--- config.mk ---
export PLATFORM = sky130hd
export DESIGN_NAME = xhci_mem_arbiter_flat
export DESIGN_NICKNAME = d
export VERILOG_FILES = /design/src/rtl/xhci_mem_arbiter_pkg.sv /design/src/rtl/xhci_mem_arbiter_if.sv /design/src/rtl/xhci_mem_arbiter_rr_arbiter.sv /design/src/rtl/xhci_mem_arbiter.sv /design/src/flat_wrapper.sv
export SDC_FILE = /design/constraint.sdc
export NUM_CORES = 1
export LEC_CHECK = 0
export ABC_AREA = 1
export BUFFER_PORTS_ARGS = -buffer_cell sky130_fd_sc_hd__buf_4
export CAP_MARGIN = 20
export CORE_AREA = 2 2 751 753
export CTS_BUF_LIST = sky130_fd_sc_hd__clkbuf_2
export DETAILED_ROUTE_END_ITERATION = 8
export DIE_AREA = 0 0 753 755
export MAX_ROUTING_LAYER = met4
export PLACE_DENSITY = 0.3
export REMOVE_ABC_BUFFERS = 1
export SKIP_LAST_GASP = 1
export SYNTH_ARGS = -nofsm -noshare
export SYNTH_HDL_FRONTEND = slang
export SYNTH_SLANG_ARGS = --single-unit
--- constraint.sdc ---
create_clock -name clk -period 2.1 [get_ports clk]
set_clock_uncertainty 0.15 [all_clocks]
set_input_delay 0.63 -clock clk [delete_from_list [all_inputs] [get_ports clk]]
set_output_delay 0.63 -clock clk [all_outputs]
set_load 0.05 [all_outputs]
--- src/rtl/xhci_mem_arbiter_pkg.sv ---
// Shared types for the xHCI DMA memory arbiter: engine state encodings, arbiter
// FSM states, the default watchdog limit and a round-robin pointer helper.
package xhci_mem_arbiter_pkg;

  typedef enum logic [3:0] {
    RD_IDLE  = 4'd0,
    RD_REQ   = 4'd1,
    RD_WAIT  = 4'd2,
    RD_DATA  = 4'd3,
    RD_DONE  = 4'd4
  } rd_state_t;

  typedef enum logic [3:0] {
    WR_IDLE      = 4'd0,
    WR_DATA_INIT = 4'd1,
    WR_DATA      = 4'd2,
    WR_COMPLETE  = 4'd3
  } wr_state_t;

  typedef enum logic [1:0] {
    IDLE    = 2'd0,
    GRANT   = 2'd1,
    RELEASE = 2'd2
  } arb_state_t;

  localparam int ARB_TIMEOUT = 4096;
  localparam int HOLD_W      = 13;

  // Index following idx in a ring of n requesters.
  function automatic int rr_next(input int idx, input int n);
    return (idx + 1 >= n) ? 0 : idx + 1;
  endfunction

endpackage

--- src/rtl/xhci_mem_arbiter_if.sv ---
// Requester-side and engine-side buses of the DMA memory arbiter.
// master = the arbiter itself, slave = the requesters plus the TLP engines.
interface xhci_mem_arbiter_if #(parameter int NUM_REQ = 4);

  logic [NUM_REQ-1:0][63:0]  rq_rd_addr;
  logic [NUM_REQ-1:0][31:0]  rq_rd_len;
  logic [NUM_REQ-1:0]        rq_rd_req;
  logic [NUM_REQ-1:0]        rq_rd_en;
  logic [NUM_REQ-1:0][3:0]   rq_rd_state;
  logic [127:0]              rq_rd_dout;

  logic [NUM_REQ-1:0][63:0]  rq_wr_addr;
  logic [NUM_REQ-1:0][31:0]  rq_wr_len;
  logic [NUM_REQ-1:0]        rq_wr_req;
  logic [NUM_REQ-1:0][127:0] rq_wr_din;
  logic [NUM_REQ-1:0]        rq_wr_en;
  logic [NUM_REQ-1:0]        rq_wr_done;
  logic [NUM_REQ-1:0][3:0]   rq_wr_state;

  logic [63:0]  eng_rd_addr;
  logic [31:0]  eng_rd_len;
  logic         eng_rd_req;
  logic         eng_rd_en;
  logic [3:0]   eng_rd_state;
  logic [127:0] eng_rd_dout;

  logic [63:0]  eng_wr_addr;
  logic [31:0]  eng_wr_len;
  logic         eng_wr_req;
  logic [127:0] eng_wr_din;
  logic         eng_wr_en;
  logic         eng_wr_done;
  logic [3:0]   eng_wr_state;

  modport master (
    input  rq_rd_addr, rq_rd_len, rq_rd_req, rq_rd_en,
    input  rq_wr_addr, rq_wr_len, rq_wr_req, rq_wr_din, rq_wr_en, rq_wr_done,
    input  eng_rd_state, eng_rd_dout, eng_wr_state,
    output rq_rd_state, rq_rd_dout, rq_wr_state,
    output eng_rd_addr, eng_rd_len, eng_rd_req, eng_rd_en,
    output eng_wr_addr, eng_wr_len, eng_wr_req, eng_wr_din, eng_wr_en, eng_wr_done
  );

  modport slave (
    output rq_rd_addr, rq_rd_len, rq_rd_req, rq_rd_en,
    output rq_wr_addr, rq_wr_len, rq_wr_req, rq_wr_din, rq_wr_en, rq_wr_done,
    output eng_rd_state, eng_rd_dout, eng_wr_state,
    input  rq_rd_state, rq_rd_dout, rq_wr_state,
    input  eng_rd_addr, eng_rd_len, eng_rd_req, eng_rd_en,
    input  eng_wr_addr, eng_wr_len, eng_wr_req, eng_wr_din, eng_wr_en, eng_wr_done
  );

endinterface

--- src/rtl/xhci_mem_arbiter_rr_arbiter.sv ---
// Combinational round-robin picker: first asserted req at or after ptr, wrapping.
module rr_arbiter #(
  parameter int N  = 4,
  parameter int IW = (N > 1) ? $clog2(N) : 1
) (
  input  logic [N-1:0]  req,
  input  logic [IW-1:0] ptr,
  output logic [IW-1:0] gnt_idx,
  output logic          gnt_vld
);

  logic [N-1:0][IW-1:0] cand_idx;
  logic [N-1:0]         cand_hit;

  // Candidate gi is the requester sitting gi places after ptr.
  genvar gi;
  generate
    for (gi = 0; gi < N; gi++) begin : g_cand
      logic [IW:0] sum;
      assign sum          = {1'b0, ptr} + (IW+1)'(gi);
      assign cand_idx[gi] = (sum >= (IW+1)'(N)) ? IW'(sum - (IW+1)'(N)) : sum[IW-1:0];
      assign cand_hit[gi] = req[cand_idx[gi]];
    end
  endgenerate

  always_comb begin
    gnt_vld = |req;
    gnt_idx = ptr;
    for (int k = N - 1; k >= 0; k--) begin
      if (cand_hit[k]) gnt_idx = cand_idx[k];
    end
  end

endmodule

--- src/rtl/xhci_mem_arbiter.sv ---
// Round-robin lock arbiter sharing one DMA read engine and one write engine among
// NUM_REQ xHCI requesters; the owner holds both channels until it goes quiet.
module xhci_mem_arbiter
  import xhci_mem_arbiter_pkg::*;
#(
  parameter int NUM_REQ     = 4,
  parameter int TIMEOUT_CYC = ARB_TIMEOUT
) (
  input  logic                clk,
  input  logic                rst,
  xhci_mem_arbiter_if.master  bus,
  output logic [2:0]          owner,
  output logic                owner_vld,
  output logic                timeout_err
);

  localparam int IDX_W = (NUM_REQ > 1) ? $clog2(NUM_REQ) : 1;
  localparam logic [HOLD_W-1:0] HOLD_LIMIT = HOLD_W'(TIMEOUT_CYC - 1);

  arb_state_t         state_reg, state_next;
  logic [IDX_W-1:0]   owner_reg, owner_next;
  logic [IDX_W-1:0]   rr_ptr_reg, rr_ptr_next;
  logic               owner_vld_reg, owner_vld_next;
  logic               timeout_err_reg, timeout_err_next;
  logic [HOLD_W-1:0]  hold_cnt_reg, hold_cnt_next;
  logic [NUM_REQ-1:0] stuck_mask_reg, stuck_mask_next;

  logic [NUM_REQ-1:0] active, arb_req;
  logic [IDX_W-1:0]   gnt_idx;
  logic               gnt_vld;
  logic               engines_idle;

  assign active       = bus.rq_rd_req | bus.rq_wr_req;
  assign arb_req      = active & ~stuck_mask_reg;
  assign engines_idle = (bus.eng_rd_state == RD_IDLE) && (bus.eng_wr_state == WR_IDLE);

  rr_arbiter #(.N(NUM_REQ), .IW(IDX_W)) u_rr (
    .req     (arb_req),
    .ptr     (rr_ptr_reg),
    .gnt_idx (gnt_idx),
    .gnt_vld (gnt_vld)
  );

  always_ff @(posedge clk) begin
    if (rst) begin
      state_reg       <= IDLE;
      owner_reg       <= '0;
      rr_ptr_reg      <= '0;
      owner_vld_reg   <= 1'b0;
      timeout_err_reg <= 1'b0;
      hold_cnt_reg    <= '0;
      stuck_mask_reg  <= '0;
    end else begin
      state_reg       <= state_next;
      owner_reg       <= owner_next;
      rr_ptr_reg      <= rr_ptr_next;
      owner_vld_reg   <= owner_vld_next;
      timeout_err_reg <= timeout_err_next;
      hold_cnt_reg    <= hold_cnt_next;
      stuck_mask_reg  <= stuck_mask_next;
    end
  end

  always_comb begin
    state_next       = state_reg;
    owner_next       = owner_reg;
    rr_ptr_next      = rr_ptr_reg;
    owner_vld_next   = owner_vld_reg;
    timeout_err_next = 1'b0;
    hold_cnt_next    = hold_cnt_reg;
    // A timed-out requester stays excluded until it drops its request once.
    stuck_mask_next  = stuck_mask_reg & active;

    case (state_reg)
      IDLE: begin
        if (gnt_vld) begin
          owner_next     = gnt_idx;
          owner_vld_next = 1'b1;
          hold_cnt_next  = '0;
          state_next     = GRANT;
        end
      end
      GRANT: begin
        hold_cnt_next = hold_cnt_reg + 1'b1;
        if (!active[owner_reg]) begin
          state_next = RELEASE;
        end else if (hold_cnt_reg == HOLD_LIMIT) begin
          state_next                 = RELEASE;
          timeout_err_next           = 1'b1;
          stuck_mask_next[owner_reg] = 1'b1;
        end
      end
      RELEASE: begin
        if (engines_idle) begin
          rr_ptr_next    = IDX_W'(rr_next(int'(owner_reg), NUM_REQ));
          owner_vld_next = 1'b0;
          state_next     = IDLE;
        end
      end
      default: state_next = IDLE;
    endcase
  end

  // Engine side sees only the owner, and only while the grant is live.
  always_comb begin
    bus.eng_rd_addr = '0;
    bus.eng_rd_len  = '0;
    bus.eng_rd_req  = 1'b0;
    bus.eng_rd_en   = 1'b0;
    bus.eng_wr_addr = '0;
    bus.eng_wr_len  = '0;
    bus.eng_wr_req  = 1'b0;
    bus.eng_wr_din  = '0;
    bus.eng_wr_en   = 1'b0;
    bus.eng_wr_done = 1'b0;
    if (state_reg == GRANT) begin
      bus.eng_rd_addr = bus.rq_rd_addr[owner_reg];
      bus.eng_rd_len  = bus.rq_rd_len[owner_reg];
      bus.eng_rd_req  = bus.rq_rd_req[owner_reg];
      bus.eng_rd_en   = bus.rq_rd_en[owner_reg];
      bus.eng_wr_addr = bus.rq_wr_addr[owner_reg];
      bus.eng_wr_len  = bus.rq_wr_len[owner_reg];
      bus.eng_wr_req  = bus.rq_wr_req[owner_reg];
      bus.eng_wr_din  = bus.rq_wr_din[owner_reg];
      bus.eng_wr_en   = bus.rq_wr_en[owner_reg];
      bus.eng_wr_done = bus.rq_wr_done[owner_reg];
    end
  end

  logic [NUM_REQ-1:0][3:0] rd_state_vec, wr_state_vec;

  genvar gi;
  generate
    for (gi = 0; gi < NUM_REQ; gi++) begin : g_state
      logic is_owner;
      assign is_owner         = owner_vld_reg && (owner_reg == IDX_W'(gi));
      assign rd_state_vec[gi] = is_owner ? bus.eng_rd_state : 4'(RD_IDLE);
      assign wr_state_vec[gi] = is_owner ? bus.eng_wr_state : 4'(WR_IDLE);
    end
  endgenerate

  assign bus.rq_rd_state = rd_state_vec;
  assign bus.rq_wr_state = wr_state_vec;
  assign bus.rq_rd_dout  = bus.eng_rd_dout;

  assign owner       = 3'(owner_reg);
  assign owner_vld   = owner_vld_reg;
  assign timeout_err = timeout_err_reg;

endmodule

--- src/flat_wrapper.sv ---
// flat-port wrapper written by rule: the top's interface ports become plain ports
module xhci_mem_arbiter_flat import xhci_mem_arbiter_pkg::*;
#(
  parameter int NUM_REQ     = 4,
  parameter int TIMEOUT_CYC = ARB_TIMEOUT
)
  (clk, rst, owner, owner_vld, timeout_err, bus_rq_rd_addr, bus_rq_rd_len, bus_rq_rd_req, bus_rq_rd_en, bus_rq_wr_addr, bus_rq_wr_len, bus_rq_wr_req, bus_rq_wr_din, bus_rq_wr_en, bus_rq_wr_done, bus_eng_rd_state, bus_eng_rd_dout, bus_eng_wr_state, bus_rq_rd_state, bus_rq_rd_dout, bus_rq_wr_state, bus_eng_rd_addr, bus_eng_rd_len, bus_eng_rd_req, bus_eng_rd_en, bus_eng_wr_addr, bus_eng_wr_len, bus_eng_wr_req, bus_eng_wr_din, bus_eng_wr_en, bus_eng_wr_done);
  xhci_mem_arbiter_if #(.NUM_REQ(NUM_REQ)) bus_i ();
  input  logic clk;
  input  logic rst;
  output logic [2:0] owner;
  output logic owner_vld;
  output logic timeout_err;
  input wire logic [$bits(bus_i.rq_rd_addr)-1:0] bus_rq_rd_addr;
  input wire logic [$bits(bus_i.rq_rd_len)-1:0] bus_rq_rd_len;
  input wire logic [$bits(bus_i.rq_rd_req)-1:0] bus_rq_rd_req;
  input wire logic [$bits(bus_i.rq_rd_en)-1:0] bus_rq_rd_en;
  input wire logic [$bits(bus_i.rq_wr_addr)-1:0] bus_rq_wr_addr;
  input wire logic [$bits(bus_i.rq_wr_len)-1:0] bus_rq_wr_len;
  input wire logic [$bits(bus_i.rq_wr_req)-1:0] bus_rq_wr_req;
  input wire logic [$bits(bus_i.rq_wr_din)-1:0] bus_rq_wr_din;
  input wire logic [$bits(bus_i.rq_wr_en)-1:0] bus_rq_wr_en;
  input wire logic [$bits(bus_i.rq_wr_done)-1:0] bus_rq_wr_done;
  input wire logic [$bits(bus_i.eng_rd_state)-1:0] bus_eng_rd_state;
  input wire logic [$bits(bus_i.eng_rd_dout)-1:0] bus_eng_rd_dout;
  input wire logic [$bits(bus_i.eng_wr_state)-1:0] bus_eng_wr_state;
  output wire logic [$bits(bus_i.rq_rd_state)-1:0] bus_rq_rd_state;
  output wire logic [$bits(bus_i.rq_rd_dout)-1:0] bus_rq_rd_dout;
  output wire logic [$bits(bus_i.rq_wr_state)-1:0] bus_rq_wr_state;
  output wire logic [$bits(bus_i.eng_rd_addr)-1:0] bus_eng_rd_addr;
  output wire logic [$bits(bus_i.eng_rd_len)-1:0] bus_eng_rd_len;
  output wire logic [$bits(bus_i.eng_rd_req)-1:0] bus_eng_rd_req;
  output wire logic [$bits(bus_i.eng_rd_en)-1:0] bus_eng_rd_en;
  output wire logic [$bits(bus_i.eng_wr_addr)-1:0] bus_eng_wr_addr;
  output wire logic [$bits(bus_i.eng_wr_len)-1:0] bus_eng_wr_len;
  output wire logic [$bits(bus_i.eng_wr_req)-1:0] bus_eng_wr_req;
  output wire logic [$bits(bus_i.eng_wr_din)-1:0] bus_eng_wr_din;
  output wire logic [$bits(bus_i.eng_wr_en)-1:0] bus_eng_wr_en;
  output wire logic [$bits(bus_i.eng_wr_done)-1:0] bus_eng_wr_done;
  assign bus_i.rq_rd_addr = bus_rq_rd_addr;
  assign bus_i.rq_rd_len = bus_rq_rd_len;
  assign bus_i.rq_rd_req = bus_rq_rd_req;
  assign bus_i.rq_rd_en = bus_rq_rd_en;
  assign bus_i.rq_wr_addr = bus_rq_wr_addr;
  assign bus_i.rq_wr_len = bus_rq_wr_len;
  assign bus_i.rq_wr_req = bus_rq_wr_req;
  assign bus_i.rq_wr_din = bus_rq_wr_din;
  assign bus_i.rq_wr_en = bus_rq_wr_en;
  assign bus_i.rq_wr_done = bus_rq_wr_done;
  assign bus_i.eng_rd_state = bus_eng_rd_state;
  assign bus_i.eng_rd_dout = bus_eng_rd_dout;
  assign bus_i.eng_wr_state = bus_eng_wr_state;
  assign bus_rq_rd_state = bus_i.rq_rd_state;
  assign bus_rq_rd_dout = bus_i.rq_rd_dout;
  assign bus_rq_wr_state = bus_i.rq_wr_state;
  assign bus_eng_rd_addr = bus_i.eng_rd_addr;
  assign bus_eng_rd_len = bus_i.eng_rd_len;
  assign bus_eng_rd_req = bus_i.eng_rd_req;
  assign bus_eng_rd_en = bus_i.eng_rd_en;
  assign bus_eng_wr_addr = bus_i.eng_wr_addr;
  assign bus_eng_wr_len = bus_i.eng_wr_len;
  assign bus_eng_wr_req = bus_i.eng_wr_req;
  assign bus_eng_wr_din = bus_i.eng_wr_din;
  assign bus_eng_wr_en = bus_i.eng_wr_en;
  assign bus_eng_wr_done = bus_i.eng_wr_done;
  xhci_mem_arbiter #(.NUM_REQ(NUM_REQ), .TIMEOUT_CYC(TIMEOUT_CYC)) u_core (.clk(clk), .rst(rst), .bus(bus_i), .owner(owner), .owner_vld(owner_vld), .timeout_err(timeout_err));
endmodule
-- Yosys cells after proc, flatten, opt, wreduce, memory -nomap -nowiden
Cells that the tools add are included.
- order comparisons: 11
- reductions and logical operators: 19
- equal/unequal tests: 9
- bitwise logic cells: 7
- multiplexer cells: 73
- add/sub/neg operators: 9
- operators with widths (cell ; count):
    128-bit binary-select mux with 2-bit select ; 1
    64-bit binary-select mux with 2-bit select ; 2
    128-bit 2-to-1 mux ; 2
    64-bit 2-to-1 mux ; 4
    32-bit binary-select mux with 2-bit select ; 2
    32-bit 2-to-1 mux ; 4
    4-bit 2-to-1 mux ; 11
    2-bit 2-to-1 mux ; 13
    13-bit case mux with 2 select lines ; 1
    1-bit binary-select mux with 2-bit select ; 10
    1-bit 2-to-1 mux ; 19
    2-bit by 3-bit less-than comparator with 1-bit output, second input constant ; 5
    13-bit by 1-bit adder with 13-bit output, second input constant ; 1
    13-bit by 12-bit equality test with 1-bit output, second input constant ; 1
    13-bit 2-to-1 mux ; 1
    3-bit greater-or-equal comparator, second input constant ; 4
    4-bit AND ; 2
    4-bit zero test ; 2
    4-bit bitwise OR ; 2
    2-bit by 1-bit subtractor with 2-bit output, second input constant ; 4
    2-bit by 1-bit adder with 3-bit output, second input constant ; 2
    2-bit by 2-bit adder with 3-bit output, second input constant ; 2
    2-bit equality test, second input constant ; 3
    1-bit logical AND ; 6
    other kinds (16) ; 24
- output and inout bits: 490
- logic and storage cells: 135
- bits in registers: 25
- input bits: 1438

-- Depth between registers and ports, before layout
- depth in word-level cells: 9
- gate-level depth with buffers: 12
- depth with buffers taken out: 12

-- Modules after synthesis
Synthesis repeated with hierarchy kept, for this count alone.
- cell total of the unflattened synthesis: 2945
- area, all modules: 13573.0 um^2
- modules (own cells, without submodules) (module ; times used ; cells an instance ; area an instance (um^2)):
    xhci_mem_arbiter ; 1 ; 2895 ; 13355.3
    rr_arbiter ; 1 ; 50 ; 217.7

-- Worst setup path before layout
No wires, ideal clock.
- path kind: register to output
- start: register u_core.owner_reg[0]
- end: output port bus_eng_wr_din[118]
- path buffers: 4
- arrival: 2.264 ns
- data required time: 1.320 ns
- stages on the path, launching flop included: 9
- path slack: -0.944 ns
- cells stage by stage: dfxtp_1 buf_4 buf_6 buf_6 buf_2 nor2_1 nor2_1 o21ai_0 a21oi_1
- longest elaborated chain between the ends: 3
- RTL lines (element ; line ; text):
    from (decl) ; xhci_mem_arbiter.sv:21 ; logic [IDX_W-1:0] owner_reg, owner_next;
    from (signal assigned) ; xhci_mem_arbiter.sv:55 ; owner_reg <= owner_next;
    128-bit binary-select mux with 2-bit select ; xhci_mem_arbiter.sv:124 ; bus.eng_wr_din = bus.rq_wr_din[owner_reg];
    128-bit 2-to-1 mux (implied by the code) ; xhci_mem_arbiter.sv:124 ;
    128-bit 2-to-1 mux ; xhci_mem_arbiter.sv:116 ; if (state_reg == GRANT) begin
    to (decl) ; flat_wrapper.sv:37 ; output wire logic [$bits(bus_i.eng_wr_din)-1:0] bus_eng_wr_din;
Every way passes these cells. The select of a mux whose other input is x is not followed.

-- Worst setup path after layout
- start: register u_core.owner_reg[0]
- end: output port bus_eng_wr_din[57]
Same word-level chain as after synthesis.

==> metrics.txt <==
main combinational cell family by area after synthesis=simple AND/OR/NAND/NOR gates; initial antenna violation count=257; total power divided by cell area=712 mW/mm^2; Root Buffer=clkbuf_2; GRT Max-Usage Layer=met2; post-detailed-placement half-perimeter wirelength=about 320000 um; final count of hold timing violations=0; Worst Setup Start Kind=flop; most frequent cells in the layout=1712 x buf_4, 994 x nor2_1, 242 x buf_6, 230 x o21ai_1, 204 x buf_12; number of cell rows=~280; cell type group with the largest total delay on the critical path=buffers and inverters; drc violations=0; violation count after the first detailed-routing iteration=~1900; CTS Sinks=25; slowest cell on the critical path=dfxtp_4; final weighted congestion of routability-driven global placement=between 0.9 and 1; clock insertion delay at the later pin of the skew report=a little over 600 ps; Max Slew Vio Count=0; critical path's largest stage delay=between 400 and 500 ps; path class of the lowest-slack min-delay path=in2reg; number of vias per cell after detailed routing=~2.4; capture endpoint of the worst hold path=u_core.stuck_mask_reg[1]; adder and majority cell fraction of the synthesized area=less than 1%; global routing usage on met2=a little over a fifth; unrepaired setup endpoints after global routing=yes; worst-case clock buffer depth=2; routed wire length=368000 um; Worst Hold Depth=3; fin crit share=170%; slack of the critical path=-1470 ps; setup slack of the most critical reg-to-reg path=-430 ps; Unique masters post-synth=26; standard cell core area=~0.56 mm^2; global routing usage on met3=~5.9%; number of global-route vias before repair=about 29000; chip height=between 700 and 800 um; signed area change from the synthesized netlist to the final layout=261%; endpoint kind of the worst setup timing path=output port; number of warnings printed during yosys synthesis=0; maximum fanout count along the critical path=7; post-synthesis sequential area ratio=between 3 and 4%; startpoint-to-endpoint class of the critical path=reg2out; number of nets in the layout=between 6000 and 7000; chip width=roughly 750 um; maximum level of the CTS H-tree=1; worst hold start=bus_rq_wr_req[1]; gr usage total=12.4%; final standard cell count with taps included and fillers excluded=12500; Initial DRT Pass Iterations=6; proportion of synthesized area in mux cells=0%; Top-Level Pins=1928; transition time of the tightest slew-check pin=roughly 560 ps; maximum number of pins on one net before global-route repair=between 60 and 70; number of failing setup endpoints in the final timing report=367; aggregate global routing overflow=0; number of buffer and inverter stages on the critical path=6; Gate Count Post-Synth=between 2000 and 3000; worst endpoint data arrival time=~2800 ps; run status=finished, violations left; total number of vias=between 30000 and 40000; wire length per cell=29.6 um; CTS tree=done; max reg flops=13; met1 Track Usage GR=around an eighth; global-route wire length before repair=424000 um; list of cells traversed by the critical path=buf_16, buf_8, buf_12, buf_12, buf_4, nor2_1, nor2_1, o21ai_1, a21oi_1, buf_4; synthesized area=0.0135 mm^2; maxcap violations=0; proportion of layout cells with a drive suffix above 1=64.2%; Min Hold Slack=about 140 ps; number of buffers inserted for hold repair after clock tree synthesis=0; PortBufs=between 1500 and 2000; synthesized flop and latch total=25; Initial Utilization=about 2.4%; most common cell after layout, fill and taps aside=buf_4; remaining antenna violation count after routing=0; beginning of the worst register-to-register path=u_core.owner_reg[0]; violated checks=negative setup slack; Period minus WS final=3570 ps; depth of the critical timing path with buffers and inverters included=10; endpoint required time on the critical path=1320 ps; worst max-slew margin expressed relative to the limit=62.5%; average cell area after synthesis=about 4.6 um^2; Die Outline Area=approximately 0.57 mm^2; Reg2Reg Depth=13; Peak VDD IR=about 390 uV; Post-Place Setup Slack=-1450 ps; Clock transition at path regs=between 500 and 600 ps; fmax=about 0.28 GHz; fraction of synthesized cell area in xor and xnor cells=0.0648%; area share of and/or/nand/nor cells after synthesis=slightly above 40%; leakage power figure=approximately 0.018 uW; post-placement cell count=around 12000; worst flop-to-flop path endpoint=u_core.timeout_err; compound-gate portion of the synthesized area=37.9%; CTS Buf Count=3
==> what timing repair did <==
action                                  CTS  global route
gates resized for setup                 574          1541
pin swaps                               110           452
endpoints found under the setup margin  367           367
buffers inserted                         97           120
gates cloned                             33            39
==> per-stage QoR <==
stage               power [uW]  TNS [ps]  instance area, um^2  utilization, %
finish                   34700   -443790                48800            8.71
global route             36700   -488220                48700            8.71
CTS                      30600   -486570                42100            7.52
detailed placement       26400   -221800                38200            6.83
global placement         26600   -225550                38200            6.82
floorplan                 9650  -9819470                11400               -
==> synthesized netlist by cell type (all sizes together) <==
| library cell | instances | area (um^2) |
|---|---|---|
| buf | 275 | 1730 |
| conb | 1 | 3.75 |
| nand2 | 69 | 259 |
| o211ai | 1 | 7.51 |
| ha | 5 | 62.6 |
| dfxtp | 25 | 500 |
| nand4 | 5 | 37.5 |
| clkbuf | 111 | 417 |
| o21bai | 2 | 15.0 |
| o31ai | 1 | 7.51 |
| a21oi | 351 | 1760 |
| xnor2 | 1 | 8.76 |
| nand3 | 31 | 165 |
| inv | 46 | 173 |
| o21ai | 665 | 3330 |
| nor2 | 1338 | 5030 |
| a211oi | 1 | 7.51 |
==> report_power, final <==
group          total, uW  switching (uW)  internal, uW
registers            563            54.7           508
logic              33800           20400         13500
clock network        332             284          47.8
total              34700           20700         14000
==> cell type report <==
class / count / area, um^2
antenna: 104 / 260
clock buffer: 3 / 15.0
clock inverter: 1 / 6.26
fill: 66000 / 511000
inverter: 46 / 223
multi-input combinational: 2471 / 15200
sequential: 25 / 508
tap: 7479 / 9360
timing repair buffer: 2327 / 23100
timing repair inverter: 2 / 60.1
==> worst max path at each step <==
stage	startpoint	end	slack [ps]
6_report	u_core.owner_reg[0]	bus_eng_wr_din[57]	-1470
5_1_grt	u_core.owner_reg[0]	bus_eng_wr_din[62]	-1510
4_1_cts	u_core.owner_reg[1]	bus_eng_wr_din[74]	-1470
3_5_place_dp	u_core.owner_reg[0]	bus_eng_wr_din[62]	-1450
3_3_place_gp	u_core.owner_reg[0]	bus_eng_wr_din[62]	-1960
2_1_floorplan	u_core.owner_reg[0]	bus_eng_rd_req	-27830
==> cells by family (layout without fill, tap and decap cells) <==
logic type	Yosys count	in the layout
AO/OA/AOI/OAI	1021	1021
XOR/XNOR	1	1
adder cells (fa/ha/maj)	5	5
buffers and inverters	432	2379
flip-flops	25	25
other	1	105
AND/OR/NAND/NOR	1443	1443
==> tightest hold or removal path, stage by stage <==
cell	delay [ps]
buf_4	90
nor2_1	50
o31ai_1	170
==> metal layers <==
| metal | up-vias | part of all wire, % |
|---|---|---|
| li1 | 13600 | - |
| met1 | 14400 | 35 |
| met2 | 2022 | 50 |
| met3 | 398 | 12 |
| met4 | 0 | 2.7 |
| met5 | - | 0 |
No activity file was read; power rests on OpenSTA's default activity.
